==> src/rtl/if_id_latch.sv <==
// IF/ID pipeline latch with stall/flush/HALT handling and a combinational PC enable.
// Optional stall-cycle counter output is enabled by defining IFID_STALL_CNT_EN.
module if_id_latch #(
    parameter logic [15:0] NOP_INSTR = 16'h0800
) (
    input  logic        clk,
    input  logic        rst,
    input  logic [15:0] instr_in,
    input  logic [15:0] pc_plus2_in,
    input  logic        stall,
    input  logic        flush,
    output logic [15:0] instr_out,
    output logic [15:0] pc_plus2_out,
    output logic        valid_out,
    output logic        halt_out,
    output logic        pc_en
`ifdef IFID_STALL_CNT_EN
    ,
    output logic [15:0] stall_cycles
`endif
);

    localparam int unsigned W       = 16;
    localparam int unsigned OPC_W   = 5;

    typedef enum logic [1:0] {
        RUN     = 2'd0,
        STALLED = 2'd1,
        HALTED  = 2'd2
    } state_t;

    state_t         r_state;
    state_t         w_state_nxt;
    logic [W-1:0]   r_instr;
    logic [W-1:0]   r_pc2;
    logic           r_valid;
    logic           r_halt;
    logic [W-1:0]   w_instr_nxt;
    logic [W-1:0]   w_pc2_nxt;
    logic           w_valid_nxt;
    logic           w_halt_nxt;
    logic           w_load;
    logic           w_load_halt;

    // A HALT opcode is any word whose top five bits are zero.
    assign w_load      = ~flush & ~stall & (r_state != HALTED);
    assign w_load_halt = w_load & (instr_in[W-1 -: OPC_W] == OPC_W'(0));

    // Next-state and next-payload selection: flush > stall > load.
    always_comb begin
        w_state_nxt = r_state;
        w_instr_nxt = r_instr;
        w_pc2_nxt   = r_pc2;
        w_valid_nxt = r_valid;
        w_halt_nxt  = r_halt;
        if (flush) begin
            w_state_nxt = RUN;
            w_instr_nxt = NOP_INSTR;
            w_pc2_nxt   = W'(0);
            w_valid_nxt = 1'b0;
            w_halt_nxt  = 1'b0;
        end else if (stall) begin
            if (r_state != HALTED) begin
                w_state_nxt = STALLED;
            end
        end else if (w_load) begin
            w_instr_nxt = instr_in;
            w_pc2_nxt   = pc_plus2_in;
            w_valid_nxt = 1'b1;
            w_halt_nxt  = w_load_halt;
            w_state_nxt = w_load_halt ? HALTED : RUN;
        end
    end

    // State and payload registers; reset dominates everything.
    always_ff @(posedge clk) begin
        if (rst) begin
            r_state <= RUN;
            r_instr <= NOP_INSTR;
            r_pc2   <= W'(0);
            r_valid <= 1'b0;
            r_halt  <= 1'b0;
        end else begin
            r_state <= w_state_nxt;
            r_instr <= w_instr_nxt;
            r_pc2   <= w_pc2_nxt;
            r_valid <= w_valid_nxt;
            r_halt  <= w_halt_nxt;
        end
    end

    // PC is frozen on stall, while halted, and in the cycle a HALT is captured.
    assign pc_en = rst | ~(stall | (r_state == HALTED) | w_load_halt);

    assign instr_out    = r_instr;
    assign pc_plus2_out = r_pc2;
    assign valid_out    = r_valid;
    assign halt_out     = r_halt;

`ifdef IFID_STALL_CNT_EN
    logic [W-1:0] r_stall_cnt;

    // Saturating count of cycles spent under a non-flushed stall request.
    always_ff @(posedge clk) begin
        if (rst) begin
            r_stall_cnt <= W'(0);
        end else if (stall && !flush && (r_stall_cnt != {W{1'b1}})) begin
            r_stall_cnt <= r_stall_cnt + W'(1);
        end
    end

    assign stall_cycles = r_stall_cnt;
`endif

endmodule

==> config.mk <==
export PLATFORM = sky130hd
export DESIGN_NAME = if_id_latch
export DESIGN_NICKNAME = d
export VERILOG_FILES = /design/src/rtl/if_id_latch.sv
export SDC_FILE = /design/constraint.sdc
export NUM_CORES = 1
export LEC_CHECK = 0
export CAP_MARGIN = 20
export CELL_PAD_IN_SITES_DETAIL_PLACEMENT = 1
export CELL_PAD_IN_SITES_GLOBAL_PLACEMENT = 2
export CORE_ASPECT_RATIO = 1.75
export CORE_MARGIN = 2
export CORE_UTILIZATION = 19
export DETAILED_ROUTE_END_ITERATION = 12
export PLACE_DENSITY = 0.82
export SLEW_MARGIN = 10
export SYNTH_ARGS = -nofsm -noshare
export SYNTH_HDL_FRONTEND = slang
export SYNTH_SLANG_ARGS = --single-unit
==> constraint.sdc <==
create_clock -name clk -period 0.9 [get_ports clk]
set_clock_uncertainty 0.05 [all_clocks]
set_input_delay 0.225 -clock clk [delete_from_list [all_inputs] [get_ports clk]]
set_output_delay 0.225 -clock clk [all_outputs]
set_load 0.02 [all_outputs]
Word-level counts from Yosys, hierarchy flattened

Cells that the tools add are included.
W data, S select, Z words.

Equality and inequality tests: 3
Muxes and demuxes: 4
Bitwise logic cells: 9
Reductions and logical operators: 5

Operators with widths:

| cell                 | count |
|---|---|
| $mux W2              | 4 |
| $logic_not A5 Y1     | 1 |
| $reduce_and A2 Y1    | 2 |
| $and A1 B1 Y1        | 3 |
| $not A1 Y1           | 3 |
| $or A1 B1 Y1         | 3 |
| $eq A2 B2 Y1 const B | 1 |
| $ne A2 B1 Y1 const B | 1 |
| $ne A2 B2 Y1 const B | 1 |
| $reduce_bool A2 Y1   | 1 |
| $reduce_or A2 Y1     | 1 |

Register bits: 36
Output and inout bits: 35

Logic depth before layout (Yosys ltp)

Gate-level depths: netlist of the first run.

Depth in word-level cells: 7
Mapped depth: 5
Mapped depth without buffers: 3

Least setup slack after synthesis of the first run

No wires, ideal clock.

Path kind: register -> output
Start point: register r_state[0]
End point: output port pc_en
Arrival: 0.815 ns
Required time: 0.625 ns
Setup slack: -0.190 ns
Stages on the path, launching flop included: 4
Buffers on the path: 0
Cells stage by stage: dfxtp_1 -> and2b_4 -> nor2_1 -> a21o_1

Cells in the longest elaborated chain, start to end: 6
Elaborated cells on any way between the ends: 8
Those cells by class: 2 x eq/ne; 6 x bitwise

Ends and longest elaborated chain:

| element                  | line | RTL |
|---|---|---|
| start: declaration       | 32   | `state_t r_state;` |
| start signal: assignment | 84   | `r_state <= w_state_nxt;` |
| $ne A2 B2 Y1             | 46   | `assign w_load = ~flush & ~stall & (r_state != HALTED);` |
| $and A1 B1 Y1            | 46   |  |
| $and A1 B1 Y1            | 47   | `assign w_load_halt = w_load & (instr_in[W-1 -: OPC_W] == OPC_W'(0));` |
| $or A1 B1 Y1 *           | 93   | `assign pc_en = rst \| ~(stall \| (r_state == HALTED) \| w_load_halt);` |
| $not A1 Y1 *             | 93   |  |
| $or A1 B1 Y1 *           | 93   |  |
| end: declaration         | 16   | `output logic pc_en` |

Every way passes the cells marked *; elsewhere a longest branch is shown, timed or not.

Worst setup path in the final report of the first run

Same ends and word-level chain as after synthesis.

==> results of run 1 <==
==> placed cells by master, fill, tap and decap left out, drive strengths merged <==
cell | netlist | layout
a21o | 1 | 1
a21oi | 33 | 33
and2b | 1 | 1
buf | 16 | 49
clkbuf | 2 | 8
clkdlybuf4s50 | 0 | 29
dfxtp | 36 | 36
dlygate4sd2 | 0 | 6
inv | 1 | 1
nand2 | 1 | 1
nand2b | 1 | 1
nand3 | 34 | 34
nor2 | 3 | 3
nor3 | 1 | 1
nor4 | 2 | 2
o21a | 1 | 1
o21ai | 33 | 33
or2 | 1 | 1
==> critical path, stage by stage, from the launching register on <==
cell and delay, ns:
dfxtp_2 0.31, and2b_4 0.25, nor2_4 0.04, a21o_1 0.17
buf_6 0.13
==> what timing repair did <==
action,4_1_cts,5_1_grt
setup buffers,1,0
endpoints found under the setup margin,71,71
hold buffers,0,0
resized for setup,254,3
pin swaps,3,2
==> where the power goes <==
group / internal (µW) / total, µW / switching (µW)
combinational: 320 / 572 / 252
clock: 1100 / 1740 / 638
sequential: 1650 / 1690 / 33.0
==> path summary, 6_finish.rpt <==
kind | startpoint | end | cells after the start
hold reg to reg | pc_plus2_out[3]$_SDFFE_PP0P_ | pc_plus2_out[3]$_SDFFE_PP0P_ | 2
hold / removal | instr_in[11] | instr_out[11]$_SDFFE_PP1P_ | 3
setup / recovery | r_state[0]$_SDFFE_PP0P_ | pc_en | 4
setup reg to reg | r_state[0]$_SDFFE_PP0P_ | pc_plus2_out[2]$_SDFFE_PP0P_ | 4
==> metrics by stage <==
| stage | setup slack (ns) | std cells | instance area [µm²] | hold slack (ns) |
|---|---|---|---|---|
| after floorplan | -0.176 | 167 | 1450 | 0.283 |
| after global placement | -1.15 | 318 | 2260 | 0.410 |
| after detailed placement | -1.19 | 318 | 2260 | 0.425 |
| after CTS | -0.564 | 327 | 2510 | 0.322 |
| after global routing | -0.591 | 327 | 2520 | 0.345 |
| final | -0.548 | 327 | 2520 | 0.317 |
==> state kept, by name (all words and copies together), names as in the netlist <==
signal / cells
pc_plus2_out: 16
halt_out: 1
r_state: 2
valid_out: 1
instr_out: 16
==> layout make-up <==
cell class,instances,area (µm²),area share [%]
clock buffer,8,146,5.81
inverter,1,3.75,0.149
multi-input combinational,112,597,23.7
sequential,36,764,30.4
tap,86,108,4.27
timing repair buffer,84,900,35.7
==> kinds of logic after synthesis <==
group	count (synthesis)
AO/OA/AOI/OAI	68
buffers and inverters	19
flip-flops	36
AND/OR/NAND/NOR	44
==> routing by layer <==
metal / part of all wire (%) / GRT usage, %
met3: 3.6 / 2.30
met2: 58 / 22.9
met4: 2.0 / 5.15
met5: 0 / 0
met1: 36 / 13.0
==> reports/metrics.csv, run 1 <==
stage,metric,value,unit
sta,Achievable Freq,691,MHz
route,Avg Vias per Cell,4.65,
logic_synthesis,Synth Area in Compound Gates,24.3,%
finish,# diodes,0,
placement,GP Congestion,0.695,
sta,Final Setup Violations,71,
logic_synthesis,Yosys cell types,19,
clocking,total CTS buffers,5,
sta,Final Worst Setup Slack,-0.548,ns
logic_synthesis,mux cell area share after synthesis,0,%
logic_synthesis,"Net Count, Synth",203,
logic_synthesis,"Seq/Total Area, Yosys",50.8,%
logic_synthesis,Main synth FF type,dfxtp_1,
setup_path,CP Class,reg -> out,
logic_synthesis,Synth top area share,50.8,%
logic_synthesis,main combinational cell family by area after synthesis,compound AO/OA/AOI/OAI gates,
logic_synthesis,post-synthesis area per instance,8.50,µm²
sta,Period minus WS final,1.45,ns
logic_synthesis,Synth area leader,dfxtp_1,
route,DR WL/cell,14.8,µm
clocking,CTS tree,yes,
logic_synthesis,area share of xor/xnor cells in the synthesized design,0,%
logic_synthesis,YS warnings,0,
logic_synthesis,"FF+latch count, synth",36,
power,PwrDens,1590,nW/µm²
global_route,pin count of the biggest net entering global routing,36,
sta,final-report max-slew violation count,0,
worst_hold_path,Hold WC Path Type,in -> reg,
route,via count,1519,
sta,worst-margin pin slew,0.378,ns
clocking,clock buffer depth,2,
floorplan,core box area,7230,µm²
sta,RSZ-0062 raised after global routing,yes,
setup_path,worst-path fanout max,2,
clocking,htree depth,2,
run_status,run status,"finished, violations left",
sta,Final Hold Fails,0,
finish,area grow syn2layout,77.5,%
clocking,clock-pin slew on the worst setup and hold paths,0.05,ns
run_status,failing checks,setup timing,
global_route,first-pass GRT wire length,8.06,mm
global_route,GRT Total Usage,12.2,%
floorplan,Initial Utilization,19.6,%
logic_synthesis,"Cell Area, Synth",1420,µm²
finish,Filler cells,825,
route,Detailed Routing Iterations Pass 1,4,
global_route,initial antenna violation count,0,
power,Leak,0.000975,µW
route,Post-Route WL,4.84,mm
sta,Tcrit/Tclk final,161,%
logic_synthesis,Syn Inst Count,167,
floorplan,Die Height,118,µm
clocking,"Clk Latency, worst-skew pair",0.27,ns
logic_synthesis,most common cell in the netlist,dfxtp_1,
sta,Max-slew headroom,74.8,%
setup_path,FF-to-FF setup slack,-0.44,ns
logic_synthesis,adder-cell share of the synthesized area,0,%
floorplan,Die Area,8200,µm²
route,Post-DRT Antenna Nets,0,
floorplan,standard-cell row count,41,
power,overall power,4000,µW
global_route,vias in the first global route,1625,
power,worst vdd ir,0.788,mV
logic_synthesis,Synth Area in Simple Gates,15.9,%
placement,post-DP HPWL,3.43,mm
logic_synthesis,largest cells by area after synthesis,"dfxtp_1 51%, nand3_1 12%, a21oi_1 12%",
setup_path,Critical Path AT,1.17,ns
logic_synthesis,Post-synth top cells,"36 x dfxtp_1, 34 x nand3_1, 33 x a21oi_1",
floorplan,Die X,69.3,µm
logic_synthesis,Async SR Flop Fraction,0,%
finish,Final nets,276,
logic_synthesis,"EDFF count, synth",0,
sta,setup TNS,-19.83,ns
setup_path,CP Capture Type,output pin,
placement,count of input and output buffers,70,
finish,final core utilization,34.8,%
flow_run,Max Cap Violations,0,
setup_path,Critical Path Start Type,flop,
global_route,grt total ovfl,0,
finish,layout cells sized above 1,40.2,%
clocking,Root Driver,clkbuf_16,
floorplan,I/O pin total,71,
route,DRC viols,0,
route,initial detailed-routing violation count,101,
setup_path,WP data required,0.62,ns
clocking,CTS Sinks,36,
Note: power is estimated with default switching activity, not from simulation.
==> inputs of run 2 (changes only) <==
- CTS_BUF_LIST: default -> sky130_fd_sc_hd__clkbuf_8 sky130_fd_sc_hd__clkbuf_16
==> reports/metrics.csv, run 2 (synthesized netlist as in run 1, its figures left out) <==
stage,metric,value,unit,change
run_status,run status,"finished, violations left",,
run_status,failing checks,setup timing,,
setup_path,worst path cell trace,"and2b_4, nor2_4, a21o_1, buf_6",,
clocking,clock buffer depth,2,,unchanged
setup_path,Critical Path Start Type,flop,,
global_route,initial antenna violation count,0,,unchanged
clocking,"Clk Latency, worst-skew pair",0.27,ns,about the same
sta,Achievable Freq,690,MHz,-0.11%
finish,# diodes,0,,unchanged
floorplan,I/O pin total,71,,unchanged
power,overall power,3980,µW,-0.60%
sta,Final Hold Fails,0,,unchanged
sta,RSZ-0062 raised after global routing,yes,,
setup_path,Critical Path AT,1.17,ns,about the same
sta,worst-margin pin slew,0.380,ns,+0.00261 ns
finish,Final nets,276,,unchanged
sta,Tcrit/Tclk final,161,%,+0.18 points
finish,Filler cells,825,,unchanged
global_route,vias in the first global route,1627,,+0.12%
global_route,most used routing layer in global routing,met2,,
sta,Final Worst Setup Slack,-0.549,ns,-0.00164 ns
placement,GP Congestion,0.695,,unchanged
finish,Multi-input gate area,597,µm²,unchanged
route,Post-DRT Antenna Nets,0,,unchanged
global_route,grt total ovfl,0,,unchanged
finish,layout cells sized above 1,40.2,%,unchanged
finish,"commonest cells after routing, fill and taps aside","35 x dfxtp_2, 35 x buf_6, 34 x nand3_1",,
floorplan,standard-cell row count,41,,unchanged
floorplan,Initial Utilization,19.6,%,unchanged
clocking,CTS Sinks,36,,unchanged
route,initial detailed-routing violation count,95,,-5.9%
finish,register area,764,µm²,unchanged
global_route,pin count of the biggest net entering global routing,36,,unchanged
route,via count,1512,,-0.46%
sta,setup TNS,-19.81,ns,+0.0208 ns
global_route,met3 Use GR,2.30,%,unchanged
floorplan,Die X,69.3,µm,unchanged
power,PwrDens,1580,nW/µm²,-0.60%
setup_path,CP Class,reg -> out,,
route,Avg Vias per Cell,4.62,,-0.46%
finish,final core utilization,34.8,%,unchanged
flow_run,Max Cap Violations,0,,unchanged
clocking,htree depth,2,,unchanged
global_route,GRT met1 Usage,13.0,%,unchanged
sta,Final Setup Violations,71,,unchanged
worst_hold_path,Hold WC Path Type,in -> reg,,
setup_path,worst-path fanout max,2,,unchanged
global_route,first-pass GRT wire length,8.06,mm,unchanged
sta,Max-slew headroom,74.6,%,-0.17 points
sta,final-report max-slew violation count,0,,unchanged
route,Detailed Routing Iterations Pass 1,2,,-2
power,worst vdd ir,0.787,mV,about the same
clocking,Root Driver,clkbuf_16,,
route,DRC viols,0,,unchanged
sta,Period minus WS final,1.45,ns,+0.00164 ns
power,Leak,0.000984,µW,+0.85%
placement,count of input and output buffers,70,,unchanged
route,DR WL/cell,14.9,µm,+0.56%
finish,area grow syn2layout,77.5,%,unchanged
setup_path,Critical-path top delay cell,dfxtp_2,,
route,Post-Route WL,4.87,mm,+0.56%
global_route,GRT met2 Usage,22.9,%,unchanged
setup_path,CP Capture Type,output pin,,
sta,hold_ws,0.317,ns,+0.0000240 ns
floorplan,Die Height,118,µm,unchanged
placement,pre-CTS WS,-1.19,ns,unchanged
clocking,CTS tree,yes,,
placement,post-DP HPWL,3.43,mm,unchanged
setup_path,max incr delay on CP,0.31,ns,about the same
clocking,total CTS buffers,5,,unchanged
global_route,GRT Total Usage,12.2,%,unchanged
floorplan,Die Area,8200,µm²,unchanged
clocking,CTS Hold Bufs,0,,unchanged
setup_path,WP data required,0.62,ns,about the same
clocking,clock-pin slew on the worst setup and hold paths,0.05,ns,about the same
floorplan,core box area,7230,µm²,unchanged
==> run 2: cell count changes in the layout (fill, tap and decap cells not counted) <==
cell,previous run,this run
clkbuf_1,2,0
inv_1,0,2
==> run 2: worst max-delay path, delay by kind of cell, from the launching register on <==
family	cells	cell delay [ns]
AOI/OAI and AO/OA	1	0.17
buffers and inverters	1	0.13
DFF	1	0.31
and+or+nand+nor	2	0.29
==> run 2: worst paths after layout <==
check,cells past startpoint,to,slack [ns],startpoint
max,4,pc_en,-0.55,r_state[0]$_SDFFE_PP0P_
min,3,instr_out[11]$_SDFFE_PP1P_,0.32,instr_in[11]
max reg2reg,4,pc_plus2_out[2]$_SDFFE_PP0P_,-0.44,r_state[0]$_SDFFE_PP0P_
min reg2reg,2,pc_plus2_out[3]$_SDFFE_PP0P_,0.43,pc_plus2_out[3]$_SDFFE_PP0P_
==> run 2: stage by stage <==
stage / cells / instance area, µm²
floorplan: 167 / 1450
global placement: 318 / 2260
detailed placement: 318 / 2260
CTS: 327 / 2510
global route: 327 / 2520
finish: 327 / 2520
==> run 2: power breakdown <==
part | internal, µW | leakage [µW] | switching (µW) | total, µW
logic | 320 | 0.000596 | 252 | 572
clock network | 1080 | 0.0000795 | 637 | 1720
registers | 1650 | 0.000308 | 33.0 | 1690
==> run 2: cell type report <==
class	count	share of cell area (%)
repair buffers	84	35.7
flip-flops and latches	36	30.4
multi-input cells	112	23.7
clock buffers	6	5.51
well taps	86	4.27
clock inverters	2	0.298
inverters	1	0.149
==> run 2: repair_timing <==
item / in CTS / in global routing
gates resized for setup: 254 / 3
gates cloned: 0 / 0
pin swaps: 3 / 2
endpoints found under the hold margin: 0 / 0
setup buffers: 1 / 0
setup endpoints to repair: 71 / 71
==> run 2: routing by layer <==
| metal | routed length (µm) | up-vias |
|---|---|---|
| met5 | 0 | - |
| met1 | 1800 | 732 |
| li1 | - | 737 |
| met2 | 2790 | 37 |
| met4 | 97 | 0 |
| met3 | 174 | 6 |
==> inputs of run 3 (changes only) <==
- CTS_CLUSTER_DIAMETER: default -> 100
==> results of run 3 <==
Final layout, timing and power as in run 2 (identical DEF).
==> edit 1, RTL diff (config.mk and constraints of run 3) <==
Add a define of `IFID_STALL_CNT_EN`.
--- a/src/rtl/if_id_latch.sv
+++ b/src/rtl/if_id_latch.sv
@@ -1,4 +1,6 @@
 // IF/ID pipeline latch with stall/flush/HALT handling and a combinational PC enable.
 // Optional stall-cycle counter output is enabled by defining IFID_STALL_CNT_EN.
+`define IFID_STALL_CNT_EN
+
 module if_id_latch #(
     parameter logic [15:0] NOP_INSTR = 16'h0800
Function (old outputs only; new: stall_cycles): kept (equiv_simple and equiv_induct, registers matched by name and starting in step).
==> edit 1 against run 3 <==
Power rose by 36%. Routed wire length increased by 130%. Final area is 110% higher. Sequential share of layout area down 8.1 points. Core utilization up 14 points. Critical endpoint is now stall_cycles[9]$_SDFFE_PP0P_. The run still ends with negative setup slack left. Sequential cell count up 16. Synthesized area is 48% higher. Setup slack lost 0.24 ns. Highest routed layer unchanged.
==> edit 1: results (changes against run 3) <==
- Outcome: complete, but fails checks
- Failing checks: negative setup slack
- Post-synth cell types: 34 (+15)
- ClkCell Share: 0.0271 (-0.0311)
- Met1 usage: 0.185 (+0.0549)
- Max_slew headroom: 0.772 (+0.0258)
- Critical Path Start: stall_cycles[1]$_SDFFE_PP0P_
- Fin worst setup slack: -0.791 ns (-0.242 ns)
- Crit-path slowest cell: dfxtp_4
- Layout cells sized above 1: 0.773 (+0.371)
- Reg-to-reg setup timing slack: -0.79 ns (-0.35 ns)
- Final Instance Area: 5180 um2 (+110%)
- Synth top area cells: dfxtp_1, nand2_1, a21oi_1
- Place WS: -1.21 ns (-0.0188 ns)
- Final net count: 477 (+73%)
- Vias: 2658 (+76%)
- Metal-1 WL: 3.89 mm (+120%)
- Buffers, non-clock: 187 (+120%)
- # clock sinks: 52 (+44%)
- Setup Viol. Count Final: 102 (+44%)
- Syn Area/Cell: 8.03 um2 (-5.4%)
- DR WL met3: 414 um (+140%)
- Multi-In Gates: 193 (+72%)
- Router iterations before antenna repair: 4 (+2)
- Reg2Reg Depth: 6 (+2)
- Clk pin slew, worst setup/hold paths: 0.07 ns (+0.02 ns)
- Setup TNS: -33.91 ns (-14.10 ns)
- Net Count, Synth: 298 (+47%)
- Fin Hold WS: 0.104 ns (-0.213 ns)
- P_seq: 2360 uW (+40%)
- DP Area: 3550 um2 (+57%)
- Most common library cells after synthesis: nand2_1, dfxtp_1, a21oi_1, nor2_1, clkbuf_1
- FF/Latch Area: 1150 um2 (+51%)
- Total GRT Usage: 0.183 (+0.0611)
edit 1: how the worst max path moves through the flow:
| stage | endpoint | slack [ns] | depth (start not counted) |
|---|---|---|---|
| after floorplan | stall_cycles[14]$_SDFFE_PP0P_ | -0.73 | 5 |
| after global placement | pc_en | -1.18 | 6 |
| after detailed placement | pc_en | -1.21 | 6 |
| after CTS | stall_cycles[15]$_SDFFE_PP0P_ | -0.73 | 4 |
| after global routing | stall_cycles[13]$_SDFFE_PP0P_ | -0.85 | 7 |
| final | stall_cycles[9]$_SDFFE_PP0P_ | -0.79 | 6 |
edit 1: timing repair:
action / 4_1_cts / 5_1_grt
pin swaps: 73 / 45
hold buffers: 0 / 0
resized for setup: 529 / 97
setup endpoints to repair: 103 / 103
cloned: 9 / 0
buffers inserted: 32 / 33
edit 1: cells by family after synthesis:
logic type               synth area share
AND/OR/NAND/NOR                     0.286
buffers and inverters              0.0328
multiplexers                       0.0251
AO/OA/AOI/OAI                       0.154
flip-flops                          0.496
adder cells (fa/ha/maj)           0.00597
==> edit 2, RTL diff (flow settings as in run 3) <==
Without the edit above. The 3 states of `state_t` get a one-hot encoding in 3 bits.
--- a/src/rtl/if_id_latch.sv
+++ b/src/rtl/if_id_latch.sv
@@ -24,8 +24,8 @@
     localparam int unsigned OPC_W   = 5;
 
-    typedef enum logic [1:0] {
-        RUN     = 2'd0,
-        STALLED = 2'd1,
-        HALTED  = 2'd2
+    typedef enum logic [2:0] {
+        RUN     = 3'b001,
+        STALLED = 3'b010,
+        HALTED  = 3'b100
     } state_t;
 
Function: same outputs for any inputs over 10 cycles, from zero or initial values; not proved beyond that.
==> edit 2 against run 3 <==
Critical path depth unchanged. Routed wire length rose by 3.6%. Synthesized area is 8.3% higher. The run still ends with negative setup slack left. Setup slack got worse by 0.048 ns. Largest cell class unchanged. Power increased by 0.16%. Synthesized cell count decreased by 0.60%. Hold slack worse by 0.16 ns. Sequential cell count up 1. Global-route usage shrank 0.20 points. Die area rose by 7.9%. Via count is 5.6% higher. Final area up 11%.
==> edit 2: results (changes against run 3) <==
- HP Class: in -> reg
- Vias/cell: 4.57 (-1.1%)
- Seq/Total Area, Yosys: 0.482 (-0.0259)
- First-pass GRT wire length: 8.03 mm (-0.35%)
- Setup Viol. Count Final: 72 (+1.4%)
- Clk pin slew, worst setup/hold paths: 0.05 ns (about the same)
- DR WL/cell: 14.5 um (-2.9%)
- PortBufs: 70 (unchanged)
- DP Area: 2430 um2 (+7.8%)
- Fraction of registers with async set/reset: 0 (unchanged)
- Worst-Skew Late Latency: 0.27 ns (about the same)
- Vias in the first global route: 1691 (+3.9%)
- Top FF cell, synth: dfxtp_1
- Layout cells sized above 1: 0.471 (+0.0686)
- Crit path DAT: 1.22 ns (+0.05 ns)
- Synth top area cells: dfxtp_1, nand2_1, mux2i_1
- Post-synth cell types: 25 (+6)
- CP max stage delay: 0.33 ns (+0.02 ns)
- H-tree Lvls: 2 (unchanged)
- Root Driver: clkbuf_16
- Router iterations before antenna repair: 4 (+2)
- P_leak: 0.00125 uW (+28%)
- Maximum VDD drop: 0.796 mV (+1.1%)
- Setup TNS: -21.46 ns (-1.65 ns)
- Most common library cells after synthesis: nand2_1, dfxtp_1, mux2i_1, nand4_1, o311ai_0
- Antenna diode count: 0 (unchanged)
- Final net count: 295 (+6.9%)
- DRT iter0 DRCs: 26 (-73%)
- Initial antenna violation count: 0 (unchanged)
- Post-CTS Hold Buffers: 0 (unchanged)
- Outcome: complete, but fails checks
- Largest net degree at the start of global routing: 36 (unchanged)
- Crit-path slowest cell: dfxtp_2
- Synth warnings: 0 (unchanged)
- Total CTS buffers: 5 (unchanged)
- Fin worst setup slack: -0.598 ns (-0.0483 ns)
- Least-Margin Pin Slew: 0.324 ns (-0.0566 ns)
- GPL Wtd Cong: 0.721 (+3.7%)
- Total GRT Usage: 0.120 (-0.00205)
- Post-DP HPWL: 3.59 mm (+4.5%)
- CP Max Fanout: 2 (unchanged)
- Failing checks: negative setup slack
- Crit path max-delay family: flip-flops
- Clock buffer depth: 2 (unchanged)
- Net Count, Synth: 202 (-0.49%)
edit 2: cell count changes in the layout (fill, tap and decap cells not counted), sizes merged, moves of 16 or more:
cell,run 3,this run
nand2,1,50
nand3,34,0
a21oi,33,0
buf,49,67
mux2i,0,16
o21ai,33,0
edit 2: per-layer routing:
| metal | vias to the layer above | global-route usage | part of all wire |
|---|---|---|---|
| li1 | 782 | - | - |
| met1 | 766 | 0.109 | 0.33 |
| met2 | 43 | 0.245 | 0.60 |
| met3 | 5 | 0.0310 | 0.057 |
| met4 | 0 | 0.0425 | 0.011 |
| met5 | - | 0 | 0 |
edit 2: worst paths after layout:
check | depth (start not counted) | endpoint | start | slack (ns)
worst max register to register | 4 | instr_out[1]$_SDFFE_PP0P_ | r_state[1]$_SDFFE_PP0P_ | -0.54
worst min-delay path | 3 | instr_out[12]$_SDFFE_PP0P_ | instr_in[12] | 0.16
worst max-delay path | 4 | pc_en | r_state[1]$_SDFFE_PP0P_ | -0.60
worst min register to register | 2 | pc_plus2_out[9]$_SDFFE_PP0P_ | pc_plus2_out[9]$_SDFFE_PP0P_ | 0.41
edit 2: cells by family after synthesis:
logic type | after synthesis | share of synthesized area
mux | 16 | 0.104
simple gates | 75 | 0.238
compound gates | 22 | 0.122
flops | 37 | 0.482
buf+inv | 16 | 0.0537
edit 2: report_power, final:
group	leakage (uW)	switching [uW]	internal, uW
clock network	0.0000741	639	1080
registers	0.000316	27.3	1690
logic	0.000864	246	311
total	0.00125	913	3070
edit 2: metrics by stage:
step | setup slack (ns) | utilization | instances | total power, uW | hold WS (ns)
detailed placement | -1.12 | 0.308 | 327 | 2270 | 0.406
global route | -0.645 | 0.354 | 349 | 4180 | 0.164
CTS | -0.624 | 0.347 | 343 | 4050 | 0.312
floorplan | -0.438 | - | 166 | 1950 | 0.314
global placement | -1.10 | 0.308 | 327 | 2270 | 0.394
finish | -0.598 | 0.354 | 349 | 3980 | 0.156
edit 2: final cells by class:
type                       count  area, um2
multi-input combinational    113        757
timing repair buffer         102       1000
sequential                    37        785
tap                           90        113
clock inverter                 1       3.75
clock buffer                   6        139
fill                         881       5110
edit 2: worst min-delay path, stage by stage:
cell and delay [ns]:
clkbuf_2 0.10, nand2_1 0.06, mux2i_1 0.06
edit 2: what timing repair did:
action	CTS	global route
gates resized for setup	257	12
endpoints found under the setup margin	72	72
hold endpoints to repair	0	0
pin swaps	6	4
buffers inserted	9	8
gates cloned	0	0
